### src/rtl/ping_pong_pkg.sv
// Shared constants and types for the Qn*KnT result drain.
// Row geometry is derived from the multi-matmul wrapper configuration.
package ping_pong_pkg;

  localparam int WIDTH_OUT            = 8;
  localparam int CHUNK_SIZE           = 2;
  localparam int NUM_CORES_A_QN_KNT   = 1;
  localparam int NUM_CORES_B_QN_KNT   = 1;
  localparam int TOTAL_MODULES_LP_Q   = 1;
  localparam int TOTAL_INPUT_W_QN_KNT = 4;

  localparam int QKT_ROW_WIDTH = WIDTH_OUT * CHUNK_SIZE * NUM_CORES_A_QN_KNT *
                                 NUM_CORES_B_QN_KNT * TOTAL_MODULES_LP_Q;
  localparam int QKT_NUM_ROWS  = TOTAL_INPUT_W_QN_KNT;

  typedef enum logic {DRAIN_IDLE, DRAIN_STREAM} drain_state_t;

endpackage

### src/rtl/matmul_result_drain_if.sv
// Row stream from the result drain toward the scaling/softmax stage.
interface matmul_result_drain_if #(
  parameter int ROW_WIDTH = 16,
  parameter int ROW_IDX_W = 2
) ();

  logic                 out_valid;
  logic                 out_ready;
  logic [ROW_WIDTH-1:0] out_data;
  logic [ROW_IDX_W-1:0] out_row_idx;
  logic                 out_last;

  modport master (
    output out_valid, out_data, out_row_idx, out_last,
    input  out_ready
  );

  modport slave (
    input  out_valid, out_data, out_row_idx, out_last,
    output out_ready
  );

endinterface

### src/rtl/matmul_result_drain_result_bank.sv
// One bank of the ping-pong result store: whole-array capture, row-indexed read.
module result_bank
  import ping_pong_pkg::*;
#(
  parameter int ROW_WIDTH = QKT_ROW_WIDTH,
  parameter int NUM_ROWS  = QKT_NUM_ROWS,
  parameter int ROW_IDX_W = (NUM_ROWS > 1) ? $clog2(NUM_ROWS) : 1
) (
  input  logic                 clk,
  input  logic                 rst_n,
  input  logic                 wr_en,
  input  logic [ROW_WIDTH-1:0] wr_rows [NUM_ROWS],
  input  logic [ROW_IDX_W-1:0] rd_idx,
  output logic [ROW_WIDTH-1:0] rd_data
);

  logic [ROW_WIDTH-1:0] mem_r [NUM_ROWS];
  logic [ROW_WIDTH-1:0] rd_data_s;

  // Latch every row at once on a capture strobe
  always_ff @(posedge clk) begin
    if (!rst_n) begin
      for (int i = 0; i < NUM_ROWS; i++) mem_r[i] <= '0;
    end else if (wr_en) begin
      for (int i = 0; i < NUM_ROWS; i++) mem_r[i] <= wr_rows[i];
    end
  end

  // OR-reduced one-hot read mux; out-of-range indices read as zero
  always_comb begin
    rd_data_s = '0;
    for (int i = 0; i < NUM_ROWS; i++) begin
      rd_data_s = rd_data_s | ((rd_idx == ROW_IDX_W'(i)) ? mem_r[i] : '0);
    end
  end

  assign rd_data = rd_data_s;

endmodule

### src/rtl/matmul_result_drain.sv
// Captures matmul result arrays into a ping-pong store and streams them row by row.
module matmul_result_drain
  import ping_pong_pkg::*;
#(
  parameter int ROW_WIDTH = QKT_ROW_WIDTH,
  parameter int NUM_ROWS  = QKT_NUM_ROWS,
  parameter int ROW_IDX_W = (NUM_ROWS > 1) ? $clog2(NUM_ROWS) : 1
) (
  input  logic                  clk,
  input  logic                  rst_n,
  input  logic [ROW_WIDTH-1:0]  in_rows [NUM_ROWS],
  input  logic                  in_capture,
  output logic                  cap_ready,
  output logic                  overflow,
  matmul_result_drain_if.master out_if
);

  drain_state_t         state_r, state_nxt_s;
  logic [1:0]           bank_full_r, bank_full_nxt_s;
  logic                 wr_bank_r, wr_bank_nxt_s;
  logic                 rd_bank_r, rd_bank_nxt_s;
  logic [ROW_IDX_W-1:0] row_idx_r, row_idx_nxt_s;
  logic                 overflow_r, overflow_nxt_s;
  logic [1:0]           bank_wr_en_s;
  logic [ROW_WIDTH-1:0] bank_rd_data_s [2];
  logic                 valid_s, last_s, handshake_s;

  for (genvar b = 0; b < 2; b++) begin : g_bank
    result_bank #(
      .ROW_WIDTH (ROW_WIDTH),
      .NUM_ROWS  (NUM_ROWS),
      .ROW_IDX_W (ROW_IDX_W)
    ) u_bank (
      .clk     (clk),
      .rst_n   (rst_n),
      .wr_en   (bank_wr_en_s[b]),
      .wr_rows (in_rows),
      .rd_idx  (row_idx_r),
      .rd_data (bank_rd_data_s[b])
    );
  end

  assign valid_s      = (state_r == DRAIN_STREAM);
  assign last_s       = valid_s && (row_idx_r == ROW_IDX_W'(NUM_ROWS - 1));
  assign handshake_s  = valid_s && out_if.out_ready;
  assign bank_wr_en_s = (in_capture && !bank_full_r[wr_bank_r]) ?
                        (wr_bank_r ? 2'b10 : 2'b01) : 2'b00;

  // Capture bookkeeping and read FSM next-state; both use pre-update full flags
  always_comb begin
    state_nxt_s     = state_r;
    bank_full_nxt_s = bank_full_r;
    wr_bank_nxt_s   = wr_bank_r;
    rd_bank_nxt_s   = rd_bank_r;
    row_idx_nxt_s   = row_idx_r;
    overflow_nxt_s  = overflow_r;

    if (in_capture) begin
      if (bank_full_r[wr_bank_r]) begin
        overflow_nxt_s = 1'b1;
      end else begin
        bank_full_nxt_s[wr_bank_r] = 1'b1;
        wr_bank_nxt_s              = ~wr_bank_r;
      end
    end else begin
      overflow_nxt_s = overflow_r;
    end

    case (state_r)
      DRAIN_IDLE: begin
        if (bank_full_r[rd_bank_r]) begin
          state_nxt_s   = DRAIN_STREAM;
          row_idx_nxt_s = '0;
        end else begin
          state_nxt_s = DRAIN_IDLE;
        end
      end
      DRAIN_STREAM: begin
        if (handshake_s && last_s) begin
          bank_full_nxt_s[rd_bank_r] = 1'b0;
          rd_bank_nxt_s              = ~rd_bank_r;
          row_idx_nxt_s              = '0;
          state_nxt_s = bank_full_r[~rd_bank_r] ? DRAIN_STREAM : DRAIN_IDLE;
        end else if (handshake_s) begin
          row_idx_nxt_s = row_idx_r + ROW_IDX_W'(1);
        end else begin
          state_nxt_s = DRAIN_STREAM;
        end
      end
      default: begin
        state_nxt_s = DRAIN_IDLE;
      end
    endcase
  end

  // State, pointer and flag registers
  always_ff @(posedge clk) begin
    if (!rst_n) begin
      state_r     <= DRAIN_IDLE;
      bank_full_r <= 2'b00;
      wr_bank_r   <= 1'b0;
      rd_bank_r   <= 1'b0;
      row_idx_r   <= '0;
      overflow_r  <= 1'b0;
    end else begin
      state_r     <= state_nxt_s;
      bank_full_r <= bank_full_nxt_s;
      wr_bank_r   <= wr_bank_nxt_s;
      rd_bank_r   <= rd_bank_nxt_s;
      row_idx_r   <= row_idx_nxt_s;
      overflow_r  <= overflow_nxt_s;
    end
  end

  assign cap_ready          = !bank_full_r[wr_bank_r];
  assign overflow           = overflow_r;
  assign out_if.out_valid   = valid_s;
  assign out_if.out_last    = last_s;
  assign out_if.out_row_idx = row_idx_r;
  assign out_if.out_data    = valid_s ? bank_rd_data_s[rd_bank_r] : '0;

endmodule

### src/flat_wrapper.sv
// flat-port wrapper written by rule: the top's interface ports become plain ports
module matmul_result_drain_flat import ping_pong_pkg::*;
#(
  parameter int ROW_WIDTH = QKT_ROW_WIDTH,
  parameter int NUM_ROWS  = QKT_NUM_ROWS,
  parameter int ROW_IDX_W = (NUM_ROWS > 1) ? $clog2(NUM_ROWS) : 1
)
  (clk, rst_n, in_rows, in_capture, cap_ready, overflow, out_if_out_valid, out_if_out_data, out_if_out_row_idx, out_if_out_last, out_if_out_ready);
  matmul_result_drain_if #(.ROW_WIDTH(ROW_WIDTH), .ROW_IDX_W(ROW_IDX_W)) out_if_i ();
  input  logic clk;
  input  logic rst_n;
  input  logic [ROW_WIDTH-1:0] in_rows[NUM_ROWS];
  input  logic in_capture;
  output logic cap_ready;
  output logic overflow;
  output wire logic [$bits(out_if_i.out_valid)-1:0] out_if_out_valid;
  output wire logic [$bits(out_if_i.out_data)-1:0] out_if_out_data;
  output wire logic [$bits(out_if_i.out_row_idx)-1:0] out_if_out_row_idx;
  output wire logic [$bits(out_if_i.out_last)-1:0] out_if_out_last;
  input wire logic [$bits(out_if_i.out_ready)-1:0] out_if_out_ready;
  assign out_if_out_valid = out_if_i.out_valid;
  assign out_if_out_data = out_if_i.out_data;
  assign out_if_out_row_idx = out_if_i.out_row_idx;
  assign out_if_out_last = out_if_i.out_last;
  assign out_if_i.out_ready = out_if_out_ready;
  matmul_result_drain #(.ROW_WIDTH(ROW_WIDTH), .NUM_ROWS(NUM_ROWS), .ROW_IDX_W(ROW_IDX_W)) u_core (.clk(clk), .rst_n(rst_n), .in_rows(in_rows), .in_capture(in_capture), .cap_ready(cap_ready), .overflow(overflow), .out_if(out_if_i));
endmodule
### config.mk
export PLATFORM = sky130hd
export DESIGN_NAME = matmul_result_drain_flat
export DESIGN_NICKNAME = d
export VERILOG_FILES = /design/src/rtl/ping_pong_pkg.sv /design/src/rtl/matmul_result_drain_if.sv /design/src/rtl/matmul_result_drain_result_bank.sv /design/src/rtl/matmul_result_drain.sv /design/src/flat_wrapper.sv
export SDC_FILE = /design/constraint.sdc
export NUM_CORES = 1
export LEC_CHECK = 0
export CAP_MARGIN = 20
export CORE_MARGIN = 4
export CORE_UTILIZATION = 45
export CTS_BUF_LIST = sky130_fd_sc_hd__clkbuf_8
export CTS_CLUSTER_DIAMETER = 30
export CTS_CLUSTER_SIZE = 40
export DETAILED_ROUTE_END_ITERATION = 10
export PLACE_DENSITY = 0.71
export SYNTH_ARGS = -nofsm -noshare
export SYNTH_HDL_FRONTEND = slang
export SYNTH_SLANG_ARGS = --single-unit
### constraint.sdc
create_clock -name clk -period 6 [get_ports clk]
set_input_delay 0.6 -clock clk [delete_from_list [all_inputs] [get_ports clk]]
set_output_delay 0.6 -clock clk [all_outputs]
set_load 0.1 [all_outputs]
==> impl_metrics.csv, run 1 <==
group,metric,value,unit
timing,tns,0,ps
synthesis,yosys_warnings,0,
flow_run,cap_violations,0,
clock_network,htree_levels,4,
floorplan,start_util,46.5,%
clock_network,cts_root_buffer,"clkbuf_8",
placed_design,place_area,6980,sq um
cells_and_area,finalNonFillerCells,688,
clock_network,cts_tree,"built",
grt,grt_max_degree,66,
synthesis,synth_edf_count,128,
grt,track_usage,17.9,%
worst_setup_path,cp.arrival,3460,ps
outcome,status,"finished clean",
drt,firstDrtPassIters,4,
cells_and_area,finish.utilization,57.5,%
drt,routed_wl,12900,um
worst_setup_path,slowest_stage,"clkdlybuf4s50_1",
grt,grt_overflow,0,
worst_setup_path,end_kind,"primary output",
clock_network,post-cts-setup-buffers,0,
timing,hold-worst-slack,471,ps
clock_network,clk_latency,440,ps
clock_network,cts_resized,0,
worst_setup_path,cp_max_fo,19,
timing,fin_ws,1940,ps
synthesis,yosys.area_share.simple,16.2,%
drt,drtAntennaViolNets,0,
min_path,worstHoldStart,"u_core.overflow",
drt,vias_per_cell,5.37,
cells_and_area,syn_to_final_growth,23.7,%
placed_design,gp_congestion,0.757,
drt,wl_per_cell,18.7,um
grt,grt_pass1_wl,19900,um
drt,drt_iter0_markers,264,
drt,drc,0,
synthesis,synthCells,416,
clock_network,numCtsBuffers,17,
synthesis,synthMuxAreaShare,0.338,%
clock_network,holdBufCountCts,0,
min_path,whs_endpoint,"u_core.overflow",
clock_network,cts_sinks,136,
worst_setup_path,slowest_delay,1200,ps
placed_design,pre_cts_ws,2400,ps
timing,rsz0062_at_grt,"no",
floorplan,die_w,123,um
synthesis,synth_compound_area_share,12.4,%
worst_setup_path,r2r-start,"u_core.bank_full_r[0]",
min_path,min_path_type,"flip-flop to flip-flop",
cells_and_area,final_cell_mix,"edfxtp_1 (128), and2_1 (115), clkdlybuf4s50_1 (89)",
timing,drv_slew,0,
synthesis,synth_seq_area_share,67.7,%
synthesis,synthAdderAreaFrac,0.846,%
worst_setup_path,r2r-end,"u_core.g_bank[0].u_bank.mem_r[3][9]",
timing,fin_crit,4060,ps
timing,post-route-period-util,67.6,%
synthesis,synth_xor_area_share,0.148,%
worst_setup_path,rrSetupSlack,3790,ps
worst_setup_path,crit_family,"buffers and inverters",
cells_and_area,nets,577,
timing,fmax,246,MHz
worst_setup_path,worst-endpoint-required,5400,ps
timing,finalSetupViolCount,0,
cells_and_area,final_common_cell,"edfxtp_1",
min_path,holdPathStages,1,
power_and_ir_drop,vdd_drop_max,164,uV
timing,max_slew_margin,33.8,%
synthesis,ys_types,29,
synthesis,synthesis.area,5910,sq um
floorplan,die_area,15000,sq um
placed_design,io_buffer_count,89,
worst_setup_path,worst-setup-path-type,"flip-flop to primary output",
timing,max_slew.worst_pin.slew,990,ps
cells_and_area,final_cell_area,7320,sq um
worst_setup_path,cp.buffers_inverters,3,
synthesis,synth_nets,488,
synthesis,async_flop_share,0,%
power_and_ir_drop,p_total,2.02,mW
cells_and_area,drive_gt1_share,9.50,%
synthesis,avgSynthCellArea,14.2,sq um
power_and_ir_drop,powerDensity,276,nW/um^2
clock_network,cts_buffer_depth,2,
floorplan,io_pins,90,
drt,vias,3692,
synthesis,synthFlopType,"edfxtp_1",
floorplan,die_h,123,um
floorplan,rows,41,
worst_setup_path,reg2reg_depth,4,
grt,grt_pass1_vias,3945,
cells_and_area,diodes,0,
synthesis,synth-seq-cells,136,
synthesis,synth_top_family_by_area,"simple AND/OR/NAND/NOR gates",
worst_setup_path,start_kind,"flip-flop",
clock_network,path_clk_slew,70,ps
floorplan,core-area,12700,sq um
power_and_ir_drop,p_leak,2.66,nW
worst_setup_path,crit_chain,"inv_1 > ha_1 > buf_4 > a22o_1 > a221oi_1 > o22ai_1 > clkdlybuf4s50_1",
timing,finalHoldViolCount,0,
placed_design,dp_hpwl,7950,um
timing,finalClockSkew,7.12,ps
placed_design,dpl.cell_count,657,
grt,antenna_found_initial,0,
how the worst max path moves through the flow:
stage          slack, ps                         start                                  end  cells after the start
4_1_cts             1910  u_core.out_if.out_row_idx[0]                   out_if_out_data[8]                      7
2_1_floorplan        200                    in_capture  u_core.g_bank[0].u_bank.mem_r[0][0]                      2
5_1_grt             1710  u_core.out_if.out_row_idx[1]                  out_if_out_data[14]                      7
6_report            1940  u_core.out_if.out_row_idx[0]                   out_if_out_data[8]                      7
3_5_place_dp        2400  u_core.out_if.out_row_idx[0]                  out_if_out_data[15]                      7
3_3_place_gp        2440  u_core.out_if.out_row_idx[0]                   out_if_out_data[2]                      7
cells in the mapped netlist (3+ instances only):
cell type | n | share of area [%]
edfxtp_1 | 128 | 65
and2_1 | 115 | 12
a221oi_1 | 32 | 4.7
a22o_1 | 32 | 4.7
o22ai_1 | 16 | 1.7
and2_2 | 15 | 1.9
clkbuf_1 | 13 | 0.83
clkbuf_2 | 12 | 1.0
dfxtp_1 | 8 | 2.7
inv_1 | 5 | 0.32
a21oi_1 | 4 | 0.34
ha_1 | 4 | 0.85
buf_2 | 3 | 0.25
nand2b_1 | 3 | 0.32
nor2_1 | 3 | 0.19
o21ai_0 | 3 | 0.25
worst reg2reg max path, delay by kind of cell, from the launching register on:
kind / cells / cell delay (ps)
simple gates: 1 / 270
buf+inv: 2 / 650
flops: 1 / 370
compound gates: 1 / 570
power by group:
group,internal [mW],switching (mW)
clock network,0.305,0.317
logic,0.105,0.152
registers,1.12,0.0268
total,1.53,0.496
metal layers:
layer / vias to the layer above / track usage (%) / share of wire, %
met5: - / 0 / 0
li1: 1759 / - / -
met2: 107 / 30.4 / 52
met4: 0 / 7.28 / 1.5
met1: 1812 / 21.5 / 42
met3: 14 / 5.07 / 4.6
cell type report:
cell class	count	area (sq um)
clock buffers	17	234
inverters	5	18.8
clock inverters	13	76.3
repair buffers	98	978
well taps	172	215
flip-flops and latches	136	4000
fillers	1069	5410
multi-input cells	247	1790
cell families (layout without fill, tap and decap cells):
| kind of cell | after synthesis | count (layout) |
|---|---|---|
| AOI/OAI and AO/OA | 92 | 92 |
| xor gates and xnor gates | 1 | 1 |
| adders and majority gates | 4 | 4 |
| buffers and inverters | 33 | 133 |
| DFF | 136 | 136 |
| muxes | 2 | 2 |
| and+or+nand+nor | 148 | 148 |
registers in the layout, indices dropped and copies added, names as in the netlist:
signal / flops
u_core.rd_bank_r: 1
u_core.out_if.out_row_idx: 2
u_core.bank_full_r: 2
u_core.overflow: 1
u_core.out_if.out_valid: 1
u_core.g_bank.u_bank.mem_r: 128
u_core.wr_bank_r: 1
Power figures use the tool's default switching activity.
==> inputs of run 2 (changes only) <==
Clock period 6 ns to 3.7 ns, I/O delays scaled along.
==> impl_metrics.csv, run 2 (synthesis gave the netlist of run 1 again) <==
group,metric,value,unit
worst_setup_path,start_kind,"flip-flop",
power_and_ir_drop,powerDensity,478,nW/um^2
timing,finalSetupViolCount,0,
grt,grt_pass1_vias,3871,
timing,post-route-period-util,82.3,%
clock_network,clk_latency,430,ps
outcome,status,"finished clean",
placed_design,io_buffer_count,89,
drt,drc,0,
drt,drt_iter0_markers,294,
clock_network,cts_tree,"built",
timing,fin_ws,654,ps
clock_network,cts_resized,0,
drt,drtAntennaViolNets,0,
drt,vias_per_cell,5.44,
flow_run,cap_violations,0,
cells_and_area,nets,580,
timing,finalHoldViolCount,0,
clock_network,holdBufCountCts,0,
worst_setup_path,cp.arrival,2680,ps
min_path,worstHoldStart,"u_core.overflow",
drt,vias,3768,
worst_setup_path,worst-endpoint-required,3330,ps
worst_setup_path,r2r-end,"u_core.g_bank[0].u_bank.mem_r[3][5]",
placed_design,place_area,7170,sq um
timing,drv_slew,0,
drt,met2_length,6570,um
worst_setup_path,reg2reg_depth,3,
timing,max_slew_margin,30.3,%
timing,finalClockSkew,12.6,ps
drt,wl_met1,5410,um
worst_setup_path,rrSetupSlack,1820,ps
floorplan,die_h,123,um
cells_and_area,fillCellCount,1049,
floorplan,core-area,12700,sq um
worst_setup_path,end_kind,"primary output",
timing,fin_crit,3050,ps
worst_setup_path,r2r-start,"u_core.bank_full_r[0]",
grt,antenna_found_initial,0,
clock_network,numCtsBuffers,17,
cells_and_area,drive_gt1_share,17.1,%
grt,grt_overflow,0,
power_and_ir_drop,p_leak,2.79,nW
placed_design,pre_cts_ws,1080,ps
drt,firstDrtPassIters,6,
placed_design,gp_congestion,0.754,
cells_and_area,final_cell_area,7610,sq um
floorplan,start_util,46.5,%
clock_network,path_clk_slew,80,ps
grt,track_usage,17.7,%
placed_design,dp_hpwl,8000,um
cells_and_area,final_common_cell,"edfxtp_1",
drt,highest_layer,"met4",
cells_and_area,largest_reg_flops,128,
grt,grt_pass1_wl,20000,um
cells_and_area,diodes,0,
min_path,min_path_type,"flip-flop to flip-flop",
power_and_ir_drop,vdd_drop_max,209,uV
clock_network,cts_buffer_depth,2,
cells_and_area,syn_to_final_growth,28.7,%
clock_network,htree_levels,4,
floorplan,die_area,15000,sq um
timing,max_slew.worst_pin.slew,1040,ps
cells_and_area,final_cell_mix,"edfxtp_1 (128), and2_1 (115), clkdlybuf4s50_1 (72)",
worst_setup_path,cp-startpoint,"u_core.out_if.out_row_idx[1]",
worst_setup_path,endpoint,"out_if_out_data[6]",
timing,rsz0062_at_grt,"no",
drt,routed_wl,12800,um
drt,dr_wl_met3,666,um
clock_network,post-cts-setup-buffers,0,
cells_and_area,finish.utilization,59.8,%
clock_network,cts_sinks,136,
worst_setup_path,worst-setup-path-type,"flip-flop to primary output",
clock_network,cts_root_buffer,"clkbuf_8",
worst_setup_path,cp_max_fo,24,
floorplan,io_pins,90,
cells_and_area,regMostFlops,"u_core.g_bank.u_bank.mem_r",
floorplan,rows,41,
timing,fmax,328,MHz
timing,tns,0,ps
floorplan,die_w,123,um
grt,grt_max_degree,65,
drt,wl_per_cell,18.5,um
run 2: layout make-up:
cell class / instances / area (sq um) / area share, %
timing repair buffer: 101 / 1080 / 14.1
clock inverter: 15 / 209 / 2.75
sequential: 136 / 4000 / 52.6
inverter: 5 / 18.8 / 0.247
multi-input combinational: 247 / 1850 / 24.4
clock buffer: 17 / 234 / 3.07
tap: 172 / 215 / 2.83
run 2: how the worst min path moves through the flow:
| stage | cells past startpoint | endpoint |
|---|---|---|
| global placement | 1 | u_core.overflow |
| floorplan | 1 | u_core.overflow |
| detailed placement | 1 | u_core.overflow |
| finish | 1 | u_core.overflow |
| global route | 1 | u_core.overflow |
| CTS | 1 | u_core.overflow |
run 2: critical path: stages, from the launching register on:
cell      delay (ps)
dfxtp_1          350
inv_1            120
ha_1             860
buf_4            270
a221oi_1          80
o22ai_1          320
buf_12           230
run 2: power by group:
| part | switching (mW) | internal (mW) | total (mW) |
|---|---|---|---|
| registers | 0.0429 | 1.81 | 1.85 |
| clock network | 0.556 | 0.794 | 1.35 |
| logic | 0.255 | 0.184 | 0.439 |
run 2: metrics by stage:
step	hold slack, ps	power [mW]	cells
after floorplan	488	2.14	416
after global placement	450	2.32	661
after detailed placement	454	2.33	661
after CTS	472	3.66	693
after global routing	485	3.76	693
final	467	3.64	693
run 2: routing by layer:
metal	up-vias	global-route usage, %
met4	0	5.67
met1	1870	22.0
li1	1765	-
met2	113	30.4
met5	-	0
met3	20	4.24
==> inputs of run 3 (changes only) <==
Clock period 3.7 ns to 2.5 ns, I/O delays scaled along.
==> impl_metrics.csv, run 3 (synthesis gave the netlist of run 1 again) <==
group,metric,value,unit
clock_network,post-cts-setup-buffers,0,
clock_network,cts_tree,"built",
worst_setup_path,reg2reg_depth,3,
floorplan,die_w,123,um
cells_and_area,finish.utilization,64.0,%
grt,grt_pass1_vias,3833,
grt,grt_max_degree,66,
clock_network,clk_latency,410,ps
worst_setup_path,rrSetupSlack,930,ps
floorplan,die_area,15000,sq um
cells_and_area,diodes,0,
cells_and_area,regMostFlops,"u_core.g_bank.u_bank.mem_r",
timing,hold-worst-slack,486,ps
drt,drtAntennaViolNets,0,
placed_design,io_buffer_count,89,
worst_setup_path,r2r-end,"u_core.g_bank[1].u_bank.mem_r[0][10]",
worst_setup_path,end_kind,"primary output",
drt,drc,0,
worst_setup_path,worst-setup-path-type,"flip-flop to primary output",
placed_design,gp_congestion,0.787,
floorplan,core-area,12700,sq um
flow_run,cap_violations,0,
power_and_ir_drop,switching_power,1.32,mW
placed_design,pre_cts_ws,307,ps
cells_and_area,final_common_cell,"edfxtp_1",
placed_design,dp_hpwl,7560,um
worst_setup_path,r2r-start,"u_core.wr_bank_r",
drt,routed_wl,12800,um
power_and_ir_drop,seqPwrFrac,51.0,%
power_and_ir_drop,intPower,4.09,mW
clock_network,holdBufCountCts,0,
floorplan,rows,41,
worst_setup_path,start_kind,"flip-flop",
floorplan,start_util,46.5,%
timing,max_slew.worst_pin.slew,586,ps
power_and_ir_drop,powerDensity,664,nW/um^2
timing,finalClockSkew,8.94,ps
grt,antenna_found_initial,0,
worst_setup_path,worst-endpoint-required,2250,ps
timing,fin_ws,104,ps
power_and_ir_drop,p_leak,2.92,nW
power_and_ir_drop,p_sw_share,24.4,%
cells_and_area,nets,580,
min_path,holdPathStages,1,
clock_network,htree_levels,4,
timing,max_slew_margin,60.8,%
timing,fin_crit,2400,ps
timing,drv_slew,0,
floorplan,die_h,123,um
cells_and_area,syn_to_final_growth,37.6,%
cells_and_area,final_cell_area,8140,sq um
cells_and_area,drive_gt1_share,26.1,%
placed_design,place_area,7450,sq um
grt,grt_pass1_wl,19800,um
cells_and_area,final_cell_mix,"edfxtp_1 (128), and2_1 (115), clkdlybuf4s50_1 (67)",
cells_and_area,largest_reg_flops,128,
power_and_ir_drop,vdd_drop_max,330,uV
power_and_ir_drop,combPwrFrac,14.2,%
clock_network,numCtsBuffers,17,
min_path,min_path_type,"flip-flop to flip-flop",
clock_network,cts_sinks,136,
power_and_ir_drop,p_total,5.41,mW
drt,firstDrtPassIters,4,
outcome,status,"finished clean",
timing,finalSetupViolCount,0,
worst_setup_path,cp_max_fo,32,
grt,grt_overflow,0,
drt,vias_per_cell,5.34,
min_path,worstHoldStart,"u_core.overflow",
clock_network,cts_root_buffer,"clkbuf_8",
timing,post-route-period-util,95.8,%
clock_network,cts_buffer_depth,2,
min_path,whs_endpoint,"u_core.overflow",
timing,finalHoldViolCount,0,
power_and_ir_drop,power_frac_clock,34.8,%
grt,track_usage,17.4,%
drt,wl_per_cell,18.5,um
timing,fmax,417,MHz
floorplan,io_pins,90,
drt,vias,3703,
worst_setup_path,cp.arrival,2150,ps
clock_network,path_clk_slew,80,ps
drt,drt_iter0_markers,341,
## run 3: cell count changes in the layout (fill, tap and decap cells not counted), sizes merged
cell / change
clkdlybuf4s50: -5
clkinvlp: -1
clkinv: +3
bufinv: -1
inv: -1
buf: +5
## run 3: through the flow
stage | std cells | TNS (ps)
after global placement | 661 | 0
after global routing | 693 | -7.03
after floorplan | 416 | 0
after CTS | 693 | -1340
final | 693 | 0
after detailed placement | 661 | 0
## run 3: how the worst max path moves through the flow
stage / start / slack [ps] / depth (start not counted) / endpoint
global placement: u_core.out_if.out_row_idx[0] / 340 / 7 / out_if_out_data[5]
detailed placement: u_core.out_if.out_row_idx[0] / 310 / 7 / out_if_out_data[5]
floorplan: u_core.out_if.out_row_idx[0] / 120 / 6 / out_if_out_data[11]
global route: u_core.out_if.out_row_idx[0] / -7 / 7 / out_if_out_data[9]
CTS: u_core.out_if.out_row_idx[0] / -110 / 7 / out_if_out_data[9]
finish: u_core.out_if.out_row_idx[0] / 100 / 7 / out_if_out_data[2]
## run 3: layout make-up
| class | instances | area (sq um) |
|---|---|---|
| fillers | 970 | 4580 |
| flip-flops and latches | 136 | 4010 |
| multi-input cells | 247 | 2250 |
| repair buffers | 101 | 1220 |
| clock buffers | 17 | 234 |
| well taps | 172 | 215 |
| clock inverters | 15 | 186 |
| inverters | 5 | 18.8 |
## run 3: what timing repair did
item / in CTS / in global routing
endpoints found under the setup margin: 16 / 16
gates resized for setup: 5 / 40
gates cloned: 0 / 0
## run 3: power by group through the flow
stage	sequential, mW	clock [mW]	combinational (mW)
2_1_floorplan	2.80	0	0.420
3_3_place_gp	2.78	0	0.720
3_5_place_dp	2.79	0	0.728
4_1_cts	2.74	1.92	0.736
5_1_grt	2.77	2.01	0.813
6_report	2.76	1.88	0.767
## run 3: layer usage
layer  wire length (um)  GRT usage [%]
met5                  0              0
met4                152           6.37
met3                537           3.82
met2               6790           30.3
met1               5310           21.4
## run 3: worst max-delay path, cell delays in order, from the launching register on
cell	delay, ps
dfxtp_2	380
inv_1	80
ha_1	230
buf_12	200
a22o_1	250
a221oi_2	250
o22ai_4	140
buf_12	200
